===== config.mk =====
export PLATFORM = sky130hd
export DESIGN_NAME = key_step_gen
export DESIGN_NICKNAME = d
export VERILOG_FILES = /design/src/rtl/pig_pkg.sv /design/src/rtl/key_sync.sv /design/src/rtl/key_step_gen.sv
export SDC_FILE = /design/constraint.sdc
export NUM_CORES = 1
export LEC_CHECK = 0
export CAP_MARGIN = 30
export CELL_PAD_IN_SITES_DETAIL_PLACEMENT = 1
export CELL_PAD_IN_SITES_GLOBAL_PLACEMENT = 1
export CORE_AREA = 2 2 68 70
export DETAILED_ROUTE_END_ITERATION = 8
export DIE_AREA = 0 0 70 72
export PLACE_DENSITY_LB_ADDON = 0.1
export SYNTH_ARGS = -nofsm -noshare
export SYNTH_HDL_FRONTEND = slang
export SYNTH_SLANG_ARGS = --single-unit

===== constraint.sdc =====
create_clock -name clk_50 -period 3 [get_ports clk_50]
set_clock_uncertainty 0.2 [all_clocks]
set_input_delay 0.45 -clock clk_50 [delete_from_list [all_inputs] [get_ports clk_50]]
set_output_delay 0.45 -clock clk_50 [all_outputs]
set_load 0.01 [all_outputs]

===== src/rtl/pig_pkg.sv =====
// Shared definitions for the board input conditioning blocks:
// key FSM state encoding and default 50 MHz timing constants.
package pig_pkg;

    typedef enum logic [2:0] {
        KS_IDLE       = 3'd0,
        KS_PRESS_DB   = 3'd1,
        KS_HELD       = 3'd2,
        KS_REPEAT     = 3'd3,
        KS_RELEASE_DB = 3'd4
    } ks_state_e;

    localparam int unsigned KS_CLK_HZ            = 50_000_000;
    localparam int unsigned KS_DEBOUNCE_CYC      = 1_000_000;
    localparam int unsigned KS_REPEAT_DELAY_CYC  = 25_000_000;
    localparam int unsigned KS_REPEAT_PERIOD_CYC = 5_000_000;

    function automatic int unsigned ks_max3(input int unsigned a,
                                            input int unsigned b,
                                            input int unsigned c);
        int unsigned m;
        m = a;
        if (b > m) m = b;
        if (c > m) m = c;
        return m;
    endfunction

endpackage


===== src/rtl/key_sync.sv =====
// Two-flop synchroniser for an asynchronous board input; the reset value
// is a parameter so the idle level of the pin can be preloaded.
module key_sync #(
    parameter logic RESET_VAL = 1'b0
) (
    input  logic clk_i,
    input  logic rst_i,
    input  logic d_i,
    output logic q_o
);

    logic meta_q;
    logic sync_q;

    always_ff @(posedge clk_i or posedge rst_i) begin
        if (rst_i) begin
            meta_q <= RESET_VAL;
            sync_q <= RESET_VAL;
        end else begin
            meta_q <= d_i;
            sync_q <= meta_q;
        end
    end

    assign q_o = sync_q;

endmodule


===== src/rtl/key_step_gen.sv =====
// Push-button conditioner: synchronise, debounce, and turn presses (and
// optional auto-repeat while held) into single-cycle step pulses.
module key_step_gen
    import pig_pkg::*;
#(
    parameter int unsigned DEBOUNCE_CYC      = KS_DEBOUNCE_CYC,
    parameter int unsigned REPEAT_DELAY_CYC  = KS_REPEAT_DELAY_CYC,
    parameter int unsigned REPEAT_PERIOD_CYC = KS_REPEAT_PERIOD_CYC,
    parameter logic        REPEAT_EN         = 1'b1,
    parameter logic        KEY_ACTIVE_LOW    = 1'b1
) (
    input  logic clk_50,
    input  logic rst_key0,
    input  logic key_raw,
    output logic key_clean,
    output logic step_pulse,
    output logic repeat_active
);

    localparam int unsigned CNT_MAX = ks_max3(DEBOUNCE_CYC, REPEAT_DELAY_CYC, REPEAT_PERIOD_CYC);
    localparam int unsigned CNT_W   = $clog2(CNT_MAX) + 1;

    localparam logic [CNT_W-1:0] DB_LAST  = CNT_W'(DEBOUNCE_CYC - 1);
    localparam logic [CNT_W-1:0] DLY_LAST = CNT_W'(REPEAT_DELAY_CYC - 1);
    localparam logic [CNT_W-1:0] PER_LAST = CNT_W'(REPEAT_PERIOD_CYC - 1);
    localparam logic [CNT_W-1:0] CNT_SAT  = '1;

    logic             key_sync_s;
    logic             key_s;
    ks_state_e        state_q, state_d;
    logic [CNT_W-1:0] cnt_q, cnt_d;
    logic             clean_q, clean_d;
    logic             pulse_q, pulse_d;
    logic             repeat_q, repeat_d;

    // Synchroniser idles at the pin's "not pressed" level.
    key_sync #(
        .RESET_VAL(KEY_ACTIVE_LOW)
    ) u_key_sync (
        .clk_i(clk_50),
        .rst_i(rst_key0),
        .d_i  (key_raw),
        .q_o  (key_sync_s)
    );

    assign key_s = key_sync_s ^ KEY_ACTIVE_LOW;

    always_ff @(posedge clk_50 or posedge rst_key0) begin
        if (rst_key0) begin
            state_q  <= KS_IDLE;
            cnt_q    <= '0;
            clean_q  <= 1'b0;
            pulse_q  <= 1'b0;
            repeat_q <= 1'b0;
        end else begin
            state_q  <= state_d;
            cnt_q    <= cnt_d;
            clean_q  <= clean_d;
            pulse_q  <= pulse_d;
            repeat_q <= repeat_d;
        end
    end

    // A key_s change is tested before any terminal count so it always wins.
    always_comb begin
        state_d = state_q;
        cnt_d   = (cnt_q == CNT_SAT) ? cnt_q : cnt_q + 1'b1;
        clean_d = clean_q;
        pulse_d = 1'b0;

        case (state_q)
            KS_IDLE: begin
                if (key_s) state_d = KS_PRESS_DB;
            end
            KS_PRESS_DB: begin
                if (!key_s) begin
                    state_d = KS_IDLE;
                end else if (cnt_q == DB_LAST) begin
                    state_d = KS_HELD;
                    clean_d = 1'b1;
                    pulse_d = 1'b1;
                end
            end
            KS_HELD: begin
                if (!key_s) begin
                    state_d = KS_RELEASE_DB;
                end else if (REPEAT_EN && (cnt_q == DLY_LAST)) begin
                    state_d = KS_REPEAT;
                    pulse_d = 1'b1;
                end
            end
            KS_REPEAT: begin
                if (!key_s) begin
                    state_d = KS_RELEASE_DB;
                end else if (cnt_q == PER_LAST) begin
                    pulse_d = 1'b1;
                    cnt_d   = '0;
                end
            end
            KS_RELEASE_DB: begin
                if (key_s) begin
                    state_d = KS_HELD;
                end else if (cnt_q == DB_LAST) begin
                    state_d = KS_IDLE;
                    clean_d = 1'b0;
                end
            end
            default: state_d = KS_IDLE;
        endcase

        if (state_d != state_q) cnt_d = '0;

        repeat_d = (state_d == KS_REPEAT);
    end

    assign key_clean     = clean_q;
    assign step_pulse    = pulse_q;
    assign repeat_active = repeat_q;

endmodule


==> metrics.txt <==
H-tree levels 2; num rows 24; total CTS buffers 5; CP Data Arrival Time 2.64 ns; Cell Area, Synth about 2000 µm²; top-area cell type share of the netlist area 40.23%; CP max FO 11; Hold Crit Depth 0; critical path start-end classification reg -> reg; # IOs 6; CTS max path bufs 2; area grow syn2layout 11.94%; Slew Viols, Final 0; Die Wd ~70 µm; # diodes 0; Starting DRT DRC Count between 100 and 150; Clk Latency, worst-skew pair 0.29 ns; max cap viols 0; ys flop type dfrtp_1; vias post-DR approximately 1,700; Tmin final approximately 2.6 ns; worst reg2reg startpoint cnt_q[18]$_DFF_PP0_; pwr dens just over 400 nW/µm²; startpoint types register; hold buffer count at CTS 0; Total Routing Usage GR about a quarter; Tightest Hold Check Type reg -> reg; most common cell after layout, fill and taps aside dfrtp_1; Fin. Hold Viols 0; design area 2228 µm²; Critical Path End cnt_q[9]$_DFF_PP0_; largest net degree at the start of global routing 27; starting density of the core a little under half; CP Launch Point cnt_q[18]$_DFF_PP0_; CTS tree done; Synth cell types 45; GR Overflow Total 0; RSZ-0062 raised after global routing false; Synth Warn # 0; Final setup viols 0; Resized Gates After CTS 0; die area roughly 5000 µm²; Max VDD drop between 0.0002 and 0.00025 V; vias in the first global route ~1,800; measured slew at the worst slew-check pin roughly 0.64 ns; R2R depth 5; Setup Fix Bufs, Post-CTS 0; I/O Buffers 5; CTS sink count 34; Gate Count Post-Synth 205; status finished clean; Final Util about 52%; r2r setup slk between 0.3 and 0.4 ns; Worst EP required ~3.0 ns; HPWL Detailed 3.788 mm; fin nets 220; max frequency roughly 380 MHz; syn_area_per_cell between 9 and 10 µm²; Placer Congestion roughly 0.85; ys async rst share between 90% and 100%; sequential fraction of the synthesis area around 43%; filler instances 475; Area after DPL between 2000 and 2500 µm²; Placed Instances between 200 and 300; RR Endpoint cnt_q[9]$_DFF_PP0_; relative slew slack a little under three fifths; Pre-antenna DRT Iters 4; WL/cell slightly below 20 µm; setup TNS 0 ns; number of remaining DRC errors 0; routed wire length 5.339 mm; post-synth top area cell dfrtp_1; first-pass GRT wire length ~9 mm; Tcrit/Tclk final around 88%; post-synth net total ~210; ranking of synthesized cells by area dfrtp_1, xor2_1, nor3_1; Reg clk slew, reported paths about 0.08 ns; initial antenna violation count 0; Root Driver clkbuf_8; number of vias per cell roughly 6.2; flops & latches, synth 34; Non-Filler Instances approximately 270; leakage 0.8221 nW; CP endpoint kind register; DRT antenna net count 0; die height 72 µm; Core ar. around 4300 µm²; most frequent cells in the layout dfrtp_1, nor3_1, nor2_1, nand2_1, xor2_1; share of cells above drive strength 1 around an eighth; EDFF count, synth 0
registers in the layout, indices dropped and copies added (netlist names):
name               count
cnt_q                 26
state_q                3
key_clean              1
repeat_active          1
step_pulse             1
u_key_sync.meta_q      1
u_key_sync.q_o         1
cells in the mapped netlist (2+ instances only):
master and n:
dfrtp_1 32, nor3_1 18, nand2_1 13, nor2_1 13, xor2_1 13, nand4_1 12
nand3_1 8, a21oi_1 7, inv_1 6, and3_1 5, o31ai_1 5, or3_1 5
xnor2_1 5, a211oi_1 4, and4_1 4, clkbuf_1 4, o21ai_0 4, a2111oi_2 3
a311oi_1 3, and2_1 3, or4_1 3, buf_2 2, buf_4 2, dfstp_2 2
mux2i_1 2, nand2b_1 2, nand4b_1 2, nor4_1 2, nor4b_1 2, o211ai_1 2
o311ai_0 2, or4b_1 2
stage by stage:
step / total power [mW] / hold slack (ns) / worst slack [ns]
finish: 0.9254 / 0.1552 / 0.3663
global route: 0.9522 / 0.1660 / 0.1948
CTS: 0.9273 / 0.1583 / 0.3985
detailed placement: 0.5245 / 0.1515 / 0.4007
global placement: 0.5207 / 0.1467 / 0.5019
floorplan: 0.5089 / 0.1452 / 0.6712
area by class of cell:
class	count	area (µm²)	share of cell area (%)
repair buffers	12	102.6	4.604
multi-input cells	157	1075	48.23
flip-flops and latches	34	853.3	38.29
clock buffers	8	110.1	4.941
well taps	52	65.06	2.920
inverters	6	22.52	1.011
cell families (layout without fill, tap and decap cells):
logic type | count (synthesis) | in the layout | synth area share [%]
compound gates | 35 | 35 | 13.70
buf+inv | 14 | 26 | 3.142
xor+xnor | 18 | 18 | 7.919
mux | 2 | 2 | 1.006
fa+ha+maj | 1 | 1 | 0.6284
flops | 34 | 34 | 42.87
simple gates | 101 | 101 | 30.74
report_power, final:
part	leakage, nW	internal (mW)	switching (mW)
combinational	0.301	0.0131	0.0284
clock	0.0575	0.232	0.178
sequential	0.464	0.465	0.00886
total	0.822	0.710	0.215
critical path: stages (launching register included):
cell	delay [ns]
dfrtp_1	0.43
nand4_1	0.28
or3_1	0.62
o31ai_2	0.64
o21ai_0	0.15
a211oi_1	0.22
worst min-delay path by stage:
stage,from,endpoint
after floorplan,u_key_sync.meta_q$_DFF_PP1_,u_key_sync.q_o$_DFF_PP1_
after global placement,u_key_sync.meta_q$_DFF_PP1_,u_key_sync.q_o$_DFF_PP1_
after detailed placement,u_key_sync.meta_q$_DFF_PP1_,u_key_sync.q_o$_DFF_PP1_
after CTS,u_key_sync.meta_q$_DFF_PP1_,u_key_sync.q_o$_DFF_PP1_
after global routing,u_key_sync.meta_q$_DFF_PP1_,u_key_sync.q_o$_DFF_PP1_
final,u_key_sync.meta_q$_DFF_PP1_,u_key_sync.q_o$_DFF_PP1_
routing by layer:
layer	routed length (µm)	global-route usage [%]	part of all wire (%)
met5	0	0	0
met4	70	7.051	1.3
met3	123	4.722	2.3
met2	2631	37.67	49
met1	2514	32.05	47
Note: power is estimated with default switching activity, not from simulation.
